==> src/rtl/switch_dest_tag_if.sv <==
// AXI-Stream bundle shared by the untagged ingress and tagged egress of switch_dest_tag.
// tdest is only meaningful on the tagged side.
interface switch_dest_tag_if #(
  parameter int unsigned DATA_W = 64,
  parameter int unsigned KEEP_W = DATA_W / 8,
  parameter int unsigned ID_W   = 8,
  parameter int unsigned USER_W = 17,
  parameter int unsigned DEST_W = 4
);
  logic [DATA_W-1:0] tdata;
  logic [KEEP_W-1:0] tkeep;
  logic              tvalid;
  logic              tready;
  logic              tlast;
  logic [ID_W-1:0]   tid;
  logic [USER_W-1:0] tuser;
  logic [DEST_W-1:0] tdest;

  modport master (
    output tdata, tkeep, tvalid, tlast, tid, tuser, tdest,
    input  tready
  );

  modport slave (
    input  tdata, tkeep, tvalid, tlast, tid, tuser, tdest,
    output tready
  );
endinterface

==> src/rtl/switch_dest_tag.sv <==
// Ingress tagger: looks up the destination MAC of each frame in a small CAM-style table
// and forwards the frame through one register stage with a per-frame tdest port mask.
module switch_dest_tag #(
  parameter int unsigned AXIS_DATA_WIDTH = 64,
  parameter int unsigned AXIS_KEEP_WIDTH = AXIS_DATA_WIDTH / 8,
  parameter int unsigned AXIS_ID_WIDTH   = 8,
  parameter int unsigned AXIS_USER_WIDTH = 17,
  parameter int unsigned RADIX           = 4,
  parameter int unsigned AXIS_DEST_WIDTH = RADIX,
  parameter int unsigned PORT_INDEX      = 0,
  parameter int unsigned TABLE_SIZE      = 8,
  localparam int unsigned TBL_AW         = $clog2(TABLE_SIZE)
) (
  input  logic                       clk,
  input  logic                       rst,
  switch_dest_tag_if.slave           s_axis,
  switch_dest_tag_if.master          m_axis,
  input  logic                       cfg_wr_en,
  input  logic [TBL_AW-1:0]          cfg_wr_addr,
  input  logic [47:0]                cfg_wr_mac,
  input  logic [AXIS_DEST_WIDTH-1:0] cfg_wr_mask,
  input  logic                       cfg_wr_entry_valid,
  output logic                       status_hit,
  output logic                       status_miss,
  output logic                       status_drop
);

  typedef enum logic [1:0] {StFirst, StPass, StDrop} state_e;

  // Our own port bit; frames are never reflected back out of the ingress port.
  localparam logic [AXIS_DEST_WIDTH-1:0] SelfBit =
      ((PORT_INDEX < AXIS_DEST_WIDTH) && (PORT_INDEX < RADIX)) ?
      (AXIS_DEST_WIDTH'(1) << PORT_INDEX) : '0;
  localparam logic [AXIS_DEST_WIDTH-1:0] FloodMask = ~SelfBit;

  state_e                      r_state;
  state_e                      w_state_next;

  logic [47:0]                 r_tbl_mac   [TABLE_SIZE];
  logic [AXIS_DEST_WIDTH-1:0]  r_tbl_mask  [TABLE_SIZE];
  logic [TABLE_SIZE-1:0]       r_tbl_valid;

  logic [AXIS_DATA_WIDTH-1:0]  r_m_data;
  logic [AXIS_KEEP_WIDTH-1:0]  r_m_keep;
  logic                        r_m_valid;
  logic                        r_m_last;
  logic [AXIS_ID_WIDTH-1:0]    r_m_id;
  logic [AXIS_USER_WIDTH-1:0]  r_m_user;
  logic [AXIS_DEST_WIDTH-1:0]  r_m_dest;
  logic [AXIS_DEST_WIDTH-1:0]  r_mask;

  logic                        r_hit;
  logic                        r_miss;
  logic                        r_drop;

  logic [47:0]                 w_dest_mac;
  logic                        w_group;
  logic                        w_hit;
  logic [AXIS_DEST_WIDTH-1:0]  w_hit_mask;
  logic [AXIS_DEST_WIDTH-1:0]  w_mask;
  logic                        w_mask_zero;
  logic                        w_s_ready;
  logic                        w_accept;
  logic                        w_first_acc;
  logic                        w_fwd;
  logic [AXIS_DEST_WIDTH-1:0]  w_out_dest;

  assign w_dest_mac = s_axis.tdata[47:0];
  assign w_group    = w_dest_mac[0];

  // Scan high-to-low so the lowest-index matching entry wins.
  always_comb begin
    w_hit      = 1'b0;
    w_hit_mask = '0;
    for (int i = TABLE_SIZE - 1; i >= 0; i--) begin
      if (r_tbl_valid[i] && (r_tbl_mac[i] == w_dest_mac)) begin
        w_hit      = 1'b1;
        w_hit_mask = r_tbl_mask[i];
      end
    end
  end

  assign w_mask      = (w_group || !w_hit) ? FloodMask : (w_hit_mask & ~SelfBit);
  assign w_mask_zero = (w_mask == '0);

  assign w_s_ready   = (r_state == StDrop) || !r_m_valid || m_axis.tready;
  assign w_accept    = s_axis.tvalid && w_s_ready;
  assign w_first_acc = w_accept && (r_state == StFirst);
  assign w_fwd       = w_accept && ((r_state == StPass) ||
                                    ((r_state == StFirst) && !w_mask_zero));
  assign w_out_dest  = (r_state == StFirst) ? w_mask : r_mask;

  always_ff @(posedge clk) begin
    if (rst) begin
      r_state <= StFirst;
    end else begin
      r_state <= w_state_next;
    end
  end

  always_comb begin
    w_state_next = r_state;
    unique case (r_state)
      StFirst: begin
        if (w_accept && !s_axis.tlast) begin
          w_state_next = w_mask_zero ? StDrop : StPass;
        end
      end
      StPass, StDrop: begin
        if (w_accept && s_axis.tlast) begin
          w_state_next = StFirst;
        end
      end
      default: w_state_next = StFirst;
    endcase
  end

  // Only valid bits need reset; stale MAC/mask contents are masked off by them.
  always_ff @(posedge clk) begin
    if (rst) begin
      r_tbl_valid <= '0;
    end else if (cfg_wr_en) begin
      r_tbl_valid[cfg_wr_addr] <= cfg_wr_entry_valid;
    end
  end

  always_ff @(posedge clk) begin
    if (cfg_wr_en) begin
      r_tbl_mac[cfg_wr_addr]  <= cfg_wr_mac;
      r_tbl_mask[cfg_wr_addr] <= cfg_wr_mask;
    end
  end

  always_ff @(posedge clk) begin
    if (rst) begin
      r_mask <= '0;
    end else if (w_first_acc && !w_mask_zero) begin
      r_mask <= w_mask;
    end
  end

  always_ff @(posedge clk) begin
    if (rst) begin
      r_m_valid <= 1'b0;
    end else if (m_axis.tready || !r_m_valid) begin
      r_m_valid <= w_fwd;
    end
  end

  always_ff @(posedge clk) begin
    if (w_fwd) begin
      r_m_data <= s_axis.tdata;
      r_m_keep <= s_axis.tkeep;
      r_m_last <= s_axis.tlast;
      r_m_id   <= s_axis.tid;
      r_m_user <= s_axis.tuser;
      r_m_dest <= w_out_dest;
    end
  end

  // A zero mask reports as a drop in place of the hit/miss it would have been.
  always_ff @(posedge clk) begin
    if (rst) begin
      r_hit  <= 1'b0;
      r_miss <= 1'b0;
      r_drop <= 1'b0;
    end else begin
      r_hit  <= w_first_acc && !w_group && w_hit && !w_mask_zero;
      r_miss <= w_first_acc && (w_group || !w_hit) && !w_mask_zero;
      r_drop <= w_first_acc && w_mask_zero;
    end
  end

  assign s_axis.tready = w_s_ready;

  assign m_axis.tdata  = r_m_data;
  assign m_axis.tkeep  = r_m_keep;
  assign m_axis.tvalid = r_m_valid;
  assign m_axis.tlast  = r_m_last;
  assign m_axis.tid    = r_m_id;
  assign m_axis.tuser  = r_m_user;
  assign m_axis.tdest  = r_m_dest;

  assign status_hit  = r_hit;
  assign status_miss = r_miss;
  assign status_drop = r_drop;

endmodule

==> src/flat_wrapper.sv <==
// flat-port wrapper written by rule: the top's interface ports become plain ports
module switch_dest_tag_flat 
#(
  parameter int unsigned AXIS_DATA_WIDTH = 64,
  parameter int unsigned AXIS_KEEP_WIDTH = AXIS_DATA_WIDTH / 8,
  parameter int unsigned AXIS_ID_WIDTH   = 8,
  parameter int unsigned AXIS_USER_WIDTH = 17,
  parameter int unsigned RADIX           = 4,
  parameter int unsigned AXIS_DEST_WIDTH = RADIX,
  parameter int unsigned PORT_INDEX      = 0,
  parameter int unsigned TABLE_SIZE      = 8,
  localparam int unsigned TBL_AW         = $clog2(TABLE_SIZE)
)
  (clk, rst, cfg_wr_en, cfg_wr_addr, cfg_wr_mac, cfg_wr_mask, cfg_wr_entry_valid, status_hit, status_miss, status_drop, s_axis_tdata, s_axis_tkeep, s_axis_tvalid, s_axis_tlast, s_axis_tid, s_axis_tuser, s_axis_tdest, s_axis_tready, m_axis_tdata, m_axis_tkeep, m_axis_tvalid, m_axis_tlast, m_axis_tid, m_axis_tuser, m_axis_tdest, m_axis_tready);
  switch_dest_tag_if #(.DATA_W((64)), .KEEP_W((8)), .ID_W((8)), .USER_W((17)), .DEST_W((4))) s_axis_i ();
  switch_dest_tag_if #(.DATA_W((64)), .KEEP_W((8)), .ID_W((8)), .USER_W((17)), .DEST_W((4))) m_axis_i ();
  input  logic clk;
  input  logic rst;
  input  logic cfg_wr_en;
  input  logic [TBL_AW-1:0] cfg_wr_addr;
  input  logic [47:0] cfg_wr_mac;
  input  logic [AXIS_DEST_WIDTH-1:0] cfg_wr_mask;
  input  logic cfg_wr_entry_valid;
  output logic status_hit;
  output logic status_miss;
  output logic status_drop;
  input wire logic [$bits(s_axis_i.tdata)-1:0] s_axis_tdata;
  input wire logic [$bits(s_axis_i.tkeep)-1:0] s_axis_tkeep;
  input wire logic [$bits(s_axis_i.tvalid)-1:0] s_axis_tvalid;
  input wire logic [$bits(s_axis_i.tlast)-1:0] s_axis_tlast;
  input wire logic [$bits(s_axis_i.tid)-1:0] s_axis_tid;
  input wire logic [$bits(s_axis_i.tuser)-1:0] s_axis_tuser;
  input wire logic [$bits(s_axis_i.tdest)-1:0] s_axis_tdest;
  output wire logic [$bits(s_axis_i.tready)-1:0] s_axis_tready;
  output wire logic [$bits(m_axis_i.tdata)-1:0] m_axis_tdata;
  output wire logic [$bits(m_axis_i.tkeep)-1:0] m_axis_tkeep;
  output wire logic [$bits(m_axis_i.tvalid)-1:0] m_axis_tvalid;
  output wire logic [$bits(m_axis_i.tlast)-1:0] m_axis_tlast;
  output wire logic [$bits(m_axis_i.tid)-1:0] m_axis_tid;
  output wire logic [$bits(m_axis_i.tuser)-1:0] m_axis_tuser;
  output wire logic [$bits(m_axis_i.tdest)-1:0] m_axis_tdest;
  input wire logic [$bits(m_axis_i.tready)-1:0] m_axis_tready;
  assign s_axis_i.tdata = s_axis_tdata;
  assign s_axis_i.tkeep = s_axis_tkeep;
  assign s_axis_i.tvalid = s_axis_tvalid;
  assign s_axis_i.tlast = s_axis_tlast;
  assign s_axis_i.tid = s_axis_tid;
  assign s_axis_i.tuser = s_axis_tuser;
  assign s_axis_i.tdest = s_axis_tdest;
  assign s_axis_tready = s_axis_i.tready;
  assign m_axis_tdata = m_axis_i.tdata;
  assign m_axis_tkeep = m_axis_i.tkeep;
  assign m_axis_tvalid = m_axis_i.tvalid;
  assign m_axis_tlast = m_axis_i.tlast;
  assign m_axis_tid = m_axis_i.tid;
  assign m_axis_tuser = m_axis_i.tuser;
  assign m_axis_tdest = m_axis_i.tdest;
  assign m_axis_i.tready = m_axis_tready;
  switch_dest_tag #(.AXIS_DATA_WIDTH(AXIS_DATA_WIDTH), .AXIS_KEEP_WIDTH(AXIS_KEEP_WIDTH), .AXIS_ID_WIDTH(AXIS_ID_WIDTH), .AXIS_USER_WIDTH(AXIS_USER_WIDTH), .RADIX(RADIX), .AXIS_DEST_WIDTH(AXIS_DEST_WIDTH), .PORT_INDEX(PORT_INDEX), .TABLE_SIZE(TABLE_SIZE)) u_core (.clk(clk), .rst(rst), .s_axis(s_axis_i), .m_axis(m_axis_i), .cfg_wr_en(cfg_wr_en), .cfg_wr_addr(cfg_wr_addr), .cfg_wr_mac(cfg_wr_mac), .cfg_wr_mask(cfg_wr_mask), .cfg_wr_entry_valid(cfg_wr_entry_valid), .status_hit(status_hit), .status_miss(status_miss), .status_drop(status_drop));
endmodule
==> config.mk <==
export PLATFORM = sky130hd
export DESIGN_NAME = switch_dest_tag_flat
export DESIGN_NICKNAME = d
export VERILOG_FILES = /design/src/rtl/switch_dest_tag_if.sv /design/src/rtl/switch_dest_tag.sv /design/src/flat_wrapper.sv
export SDC_FILE = /design/constraint.sdc
export NUM_CORES = 1
export LEC_CHECK = 0
export ABC_CLOCK_PERIOD_IN_PS = 19800
export BUFFER_PORTS_ARGS = -buffer_cell sky130_fd_sc_hd__buf_2
export CORE_UTILIZATION = 30
export DETAILED_ROUTE_END_ITERATION = 12
export PLACE_DENSITY_LB_ADDON = 0.15
export SETUP_SLACK_MARGIN = 0.02
export SYNTH_ARGS = -nofsm -noshare
export SYNTH_HDL_FRONTEND = slang
export SYNTH_SLANG_ARGS = --single-unit
==> constraint.sdc <==
create_clock -name clk -period 19.8 [get_ports clk]
set_input_delay 0.99 -clock clk [delete_from_list [all_inputs] [get_ports clk]]
set_output_delay 0.99 -clock clk [all_outputs]
set_load 0.01 [all_outputs]
==> reports/metrics.yaml, run 1 <==
status: "completed"
powerDensity_nw_per_um2: 98.9
clockRootBuffer: "clkbuf_16"
drive_above_1_share_pct: 21.1
worstReg2RegEnd: "u_core.m_axis.tdata[3]"
start_util_pct: 30.5
synth_adder_area_share_pct: 0.165
reg2reg_depth: 12
synth_edf_count: 509
avgSynthCellArea_um2: 14.6
path_class: "in -> reg"
chipWidth_um: 278
std_cell_rows: 100
area_growth_pct: 19.6
grt_pass1_wl_mm: 121
power_leakage_uw: 0.00903
netlist_instances: 1558
relSlewSlack_pct: 13.2
synth_top_cell_area_share_pct: 67.0
min_path_cells: 2
hold_end: "u_core.r_mask[1]"
r2r_start: "u_core.r_tbl_mac[0][4]"
wl_mm: 90.7
drt-pass1-iter-count: 7
ys_types: 70
final-instance-count-excl-fill: 2861
slew_violations: 0
netlist_area_um2: 22800
place_area_um2: 25200
drt-vias-per-instance: 5.19
p_sw_share_pct: 25.0
cts_tree: "done"
clock_sinks: 526
crit_path_end_kind: "register"
postCtsHoldBufs: 0
rsz0062_at_grt: "no"
grt_max_degree: 67
startpoint_type: "input pin"
routedWlPerCell_um: 31.7
fmax_mhz: 174
grt_pass1_vias: 14200
post-route-min-period_ns: 5.75
io_pins: 270
core_area_um2: 74800
drcViolationCount: 0
power.switching_uw: 674
final_cell_mix: "edfxtp_1, buf_2, xor2_1"
hold_class: "reg -> reg"
yosysSeqAreaShare_pct: 68.5
nFillCells: 7137
cpPeakStageDelay_ns: 0.79
multiInputGateArea_um2: 6880
required_ns: 20.06
die_y_um: 278
drt_iter0_drc: 1578
ys_ff_latch: 526
skew_ns: 0.0374
tightestPinTransition_ns: 1.29
p_clk_share_pct: 42.6
cpMaxStageDelayCell: "nor4_1"
grtUsageTotal_pct: 23.2
syn-num-nets: 1724
finalNetCount: 2004
ant_nets: 0
reg2reg_slack_ns: 14.31
synth_area_leaders: "edfxtp_1, xor2_1, xnor2_1"
pwr-share-comb_pct: 9.4
setup_tns_ns: 0
final_common_cell: "edfxtp_1"
io_buffers: 263
synth_xor_area_share_pct: 14.1
synthArstFlopShare_pct: 0
die_area_um2: 77200
post-dp-hpwl_mm: 66.8
cts-resized-gates: 0
htreeDepth: 2
synthMuxAreaShare_pct: 0.324
hold_viol: 0
p_int_uw: 2020
cap_violations: 0
hold_start: "u_core.r_mask[1]"
ys_warn_count: 0
grt_overflow: 0
fin_area_um2: 27300
irDropWorstVdd_uv: 61.3
cp.arrival_ns: 6.01
synth_area_leader_cell: "edfxtp_1"
via_count: 14800
holdWs_ns: 0.463
synth-compound-area-share_pct: 2.78
antenna_found_initial: 2
cts_made_buffers: 59
synth_top_family_by_area: "XOR/XNOR gates"
power_frac_seq_pct: 47.9
crit_fanout: 66
finalCritPeriodShare_pct: 29.1
clock_path_buffers: 3
path_cells: "buf_2 -> xnor2_1 -> nand4_1 -> nor4_1 -> nand4_1 -> inv_1 -> or3_1 -> o221ai_1 -> nor4b_1 -> and4b_1 -> o21ai_4 -> buf_4 -> buf_4"
post-route-util_pct: 36.5
post_cts_buffers: 0
synthSimpleGateAreaFrac_pct: 12.5
setup_viol: 0
dp_cells: 2746
clkLatencyLatePin_ns: 0.65
routabilityCongestion: 0.965
clk_pin_slew_ns: 0.05
ys.flop_type: "edfxtp_1"
seqCellArea_um2: 15600
==> cells in the mapped netlist (8+ instances only) <==
cell type  number
nand4_1       101
buf_2          26
edfxtp_1      509
nor2_1         50
nor4_1         90
a21oi_1        15
nor3_1         22
nor4b_1         8
o21ai_0        21
clkbuf_1       26
nand3_1        30
nand2_1        51
xnor2_1       183
xor2_1        185
or3_1          10
inv_1          28
or4_1          18
dfxtp_1        17
nand2b_1       38
==> final cells by class <==
type | count | share of cell area (%)
Antenna cell | 3 | 0.0275
Clock buffer | 74 | 5.88
Clock inverter | 38 | 1.59
Inverter | 28 | 0.385
Multi-Input combinational cell | 947 | 25.2
Sequential cell | 526 | 57.3
Tap cell | 969 | 4.44
Timing Repair Buffer | 276 | 5.18
==> routing by layer <==
layer	up-vias	part of all wire (%)	track usage [%]
li1	6492	-	-
met1	7538	43	31.5
met2	693	47	37.8
met3	115	6.7	3.82
met4	0	3.2	7.48
met5	-	0	0
==> stage by stage <==
step,power [uW],setup slack (ns)
2_1_floorplan,1440,8.49
3_3_place_gp,1570,13.53
3_5_place_dp,1570,13.45
4_1_cts,2730,14.11
5_1_grt,2780,13.91
6_report,2700,14.05
==> power by group through the flow <==
stage	clock (uW)	sequential, uW	combinational [uW]
detailed placement	0	1320	255
CTS	1180	1290	256
global route	1220	1300	267
global placement	0	1320	255
floorplan	0	1330	107
finish	1150	1290	255
==> cells by family (layout without fill, tap and decap cells) <==
group | after synthesis | after routing
flops | 526 | 526
xor+xnor | 368 | 368
mux | 7 | 7
simple gates | 477 | 477
fa+ha+maj | 3 | 3
buf+inv | 85 | 416
compound gates | 91 | 91
other cells | 1 | 4
==> sequential cells by signal (all words and copies together) (netlist names) <==
register and flops:
u_core.r_mask 3, u_core.m_axis.tlast 1, u_core.m_axis.tdest 3, u_core.m_axis.tuser 17
u_core.r_tbl_mac 384, u_core.r_state 2, u_core.m_axis.tdata 64, u_core.status_drop 1
u_core.m_axis.tkeep 8, u_core.m_axis.tid 8, u_core.m_axis.tvalid 1, u_core.status_hit 1
u_core.r_tbl_valid 8, u_core.r_tbl_mask 24, u_core.status_miss 1
==> worst max-delay path: cells and delay by family <==
kind	cells	cell delay [ns]
AOI/OAI and AO/OA	2	0.28
xor gates and xnor gates	1	0.54
buffers and inverters	4	1.81
and+or+nand+nor	6	2.28
==> worst max path at each step <==
stage	startpoint	to	slack [ns]	depth (start not counted)
2_1_floorplan	s_axis_tdata[36]	u_core.m_axis.tdata[0]	8.49	11
3_3_place_gp	s_axis_tdata[4]	u_core.m_axis.tdata[13]	13.53	13
3_5_place_dp	s_axis_tdata[41]	u_core.m_axis.tdata[13]	13.45	13
4_1_cts	s_axis_tdata[41]	u_core.m_axis.tdata[3]	14.11	13
5_1_grt	s_axis_tdata[39]	u_core.m_axis.tdata[3]	13.91	12
6_report	s_axis_tdata[4]	u_core.m_axis.tdata[3]	14.05	13
No activity file was read; power rests on OpenSTA's default activity.
==> inputs of run 2 (changes only) <==
--- a/config.mk
+++ b/config.mk
@@ -5,7 +5,7 @@
 export SDC_FILE = /design/constraint.sdc
 export NUM_CORES = 1
 export LEC_CHECK = 0
-export ABC_CLOCK_PERIOD_IN_PS = 19800
+export ABC_CLOCK_PERIOD_IN_PS = 4760
 export BUFFER_PORTS_ARGS = -buffer_cell sky130_fd_sc_hd__buf_2
 export CORE_UTILIZATION = 30
 export DETAILED_ROUTE_END_ITERATION = 12
==> constraint.sdc (replaced) <==
create_clock -name clk -period 4.76 [get_ports clk]
set_input_delay 0.238 -clock clk [delete_from_list [all_inputs] [get_ports clk]]
set_output_delay 0.238 -clock clk [all_outputs]
set_load 0.01 [all_outputs]
==> run 2 against run 1 <==
Against the previous run:
- hold slack worse by 0.44 ns
- sequential share of layout area down 2.7 points
- sequential cell count unchanged
- die area unchanged
- count of clock-buffer cells in the layout up 2
- combinational power rose to 4.6 times the previous value
- sequential power rose to 4.2 times the previous value
- utilization up 1.8 points
- clock skew down 0.018 ns
- design area up 4.9%
- largest cell class unchanged
- largest power group unchanged
==> reports/metrics.yaml, run 2 (synthesis results as in run 1) <==
cts_made_buffers: 60  # +1.7%
crit_path_end_kind: "register"
powerDensity_nw_per_um2: 391  # +290%
clock_path_buffers: 3  # unchanged
rsz0062_at_grt: "no"
power_frac_seq_pct: 48.1  # +0.2 points
slew_violations: 0  # unchanged
grtUsageTotal_pct: 23.6  # +0.39 points
drcViolationCount: 0  # unchanged
drt-pass1-iter-count: 5  # -2
hold_viol: 0  # unchanged
hold_class: "in -> reg"
pwr-share-comb_pct: 10.6  # +1.2 points
multiInputGateArea_um2: 6880  # unchanged
setup_viol: 0  # unchanged
fmax_mhz: 243
chipWidth_um: 278  # unchanged
diodes: 0  # -3
cts_tree: "done"
clock_sinks: 526  # unchanged
post-dp-hpwl_mm: 69.8  # +4.5%
irDropWorstVdd_uv: 238  # +290%
drive_above_1_share_pct: 21.3  # +0.23 points
power_uw: 11200  # +310%
routedWlPerCell_um: 30.8  # -2.8%
power.switching_uw: 2770  # +310%
seqCellArea_um2: 15600  # unchanged
ant_nets: 0  # unchanged
via_count: 15300  # +3.1%
reg2reg_depth: 12  # unchanged
power_leakage_uw: 0.00966  # +7.0%
finalNetCount: 2158  # +7.7%
cpMaxStageDelayCell: "or4_1"
std_cell_rows: 100  # unchanged
startpoint_type: "register"
antenna_found_initial: 2  # unchanged
die_y_um: 278  # unchanged
drt_iter0_drc: 1234  # -22%
final_cell_mix: "edfxtp_1, buf_2, xor2_1"
wl_mm: 92.6  # +2.1%
p_int_uw: 8410  # +320%
routabilityCongestion: 0.944  # -2.3%
nFillCells: 7140  # +0.042%
post_cts_buffers: 0  # unchanged
start_util_pct: 30.5  # unchanged
largest_reg_flops: 384  # unchanged
skew_ns: 0.0198  # -0.0176 ns
crit_fanout: 35  # -47%
cpPeakStageDelay_ns: 0.56  # -0.23 ns
htreeDepth: 2  # unchanged
min_path_cells: 1  # -1
path_class: "reg -> reg"
top_register: "u_core.r_tbl_mac"
drt-vias-per-instance: 5.09  # -1.9%
status: "completed"
die_area_um2: 77200  # unchanged
cp.arrival_ns: 4.42  # -1.59 ns
setup_tns_ns: 0  # unchanged
required_ns: 5.06  # -15.00 ns
path_cells: "xnor2_1 -> or4b_1 -> nor4_1 -> nand2_1 -> or4_1 -> o311ai_0 -> a31oi_1 -> or3_1 -> and4b_1 -> o21ai_4 -> buf_12 -> buf_12"
grt_max_degree: 53  # -21%
p_clk_share_pct: 41.3  # -1.3 points
critPathMostFrequentCell: "buf_12"
area_growth_pct: 25.5
core_area_um2: 74800  # unchanged
post-route-min-period_ns: 4.12
clkLatencyLatePin_ns: 0.62  # -0.03 ns
tightestPinTransition_ns: 1.05  # -0.237 ns
finalCritPeriodShare_pct: 86.6
final_common_cell: "edfxtp_1"
grt_pass1_wl_mm: 124  # +2.0%
grt_overflow: 0  # unchanged
relSlewSlack_pct: 29.6  # +16 points
p_sw_share_pct: 24.8  # -0.20 points
io_pins: 270  # unchanged
clockRootBuffer: "clkbuf_16"
grt_pass1_vias: 14900  # +4.6%
cap_violations: 0  # unchanged
clk_pin_slew_ns: 0.06  # about the same
io_buffers: 263  # unchanged
[run 2: changes by cell type in the layout (fill, tap and decap cells not counted), moves of 3 or more]
cell and delta:
clkinv_1 +6, clkinv_2 -6, clkinv_4 -4, buf_12 +3
buf_4 +45, diode_2 -3, dlygate4sd3_1 +105
[run 2: worst paths after layout]
path	slack, ns	startpoint	endpoint
max	0.64	u_core.r_tbl_mac[5][26]	u_core.m_axis.tdata[3]
min	0.03	s_axis_tdata[14]	u_core.m_axis.tdata[14]
max reg2reg	0.64	u_core.r_tbl_mac[5][26]	u_core.m_axis.tdata[3]
min reg2reg	0.45	u_core.r_mask[1]	u_core.r_mask[1]
[run 2: critical path: cells and delay by family (launching register included)]
| family | cells | cell delay, ns |
|---|---|---|
| AOI/OAI and AO/OA | 3 | 0.38 |
| xor gates and xnor gates | 1 | 0.48 |
| buffers and inverters | 2 | 0.40 |
| DFF | 1 | 0.37 |
| and+or+nand+nor | 6 | 2.12 |
[run 2: timing repair]
| action | in CTS | in global routing |
|---|---|---|
| endpoints found under the hold margin | 358 | 0 |
| hold buffers | 105 | 0 |
| resized for setup | 0 | 0 |
[run 2: layout make-up]
class / instances / share of cell area, %
well taps: 969 / 4.24
flip-flops and latches: 526 / 54.6
clock inverters: 32 / 1.07
clock buffers: 76 / 5.70
multi-input cells: 947 / 24.0
repair buffers: 429 / 10.0
inverters: 28 / 0.367
[run 2: power groups by stage]
stage          clock network, uW  registers [uW]  logic [uW]
2_1_floorplan                  0            5520         445
3_3_place_gp                   0            5470        1120
5_1_grt                     4890            5400        1240
3_5_place_dp                   0            5480        1120
4_1_cts                     4740            5380        1190
6_report                    4620            5380        1180
[run 2: metal layers]
metal	share of wire (%)	wire (um)	up-vias	GRT usage (%)
met5	0	0	-	0
met4	3.7	3450	0	8.36
met3	5.7	5300	126	3.97
met2	47	43800	571	38.7
met1	43	40100	7799	31.5
li1	-	-	6804	-
[run 2: per-stage QoR]
step	area, um2	utilization [%]	worst slack (ns)	cells	hold WS [ns]
floorplan	22800	-	0.0374	1558	0.337
global placement	25600	34.3	0.589	2794	0.416
detailed placement	25600	34.3	0.557	2794	0.417
CTS	28600	38.3	0.679	3007	0.000644
global route	28600	38.3	0.433	3007	0.0129
finish	28600	38.3	0.640	3007	0.0273
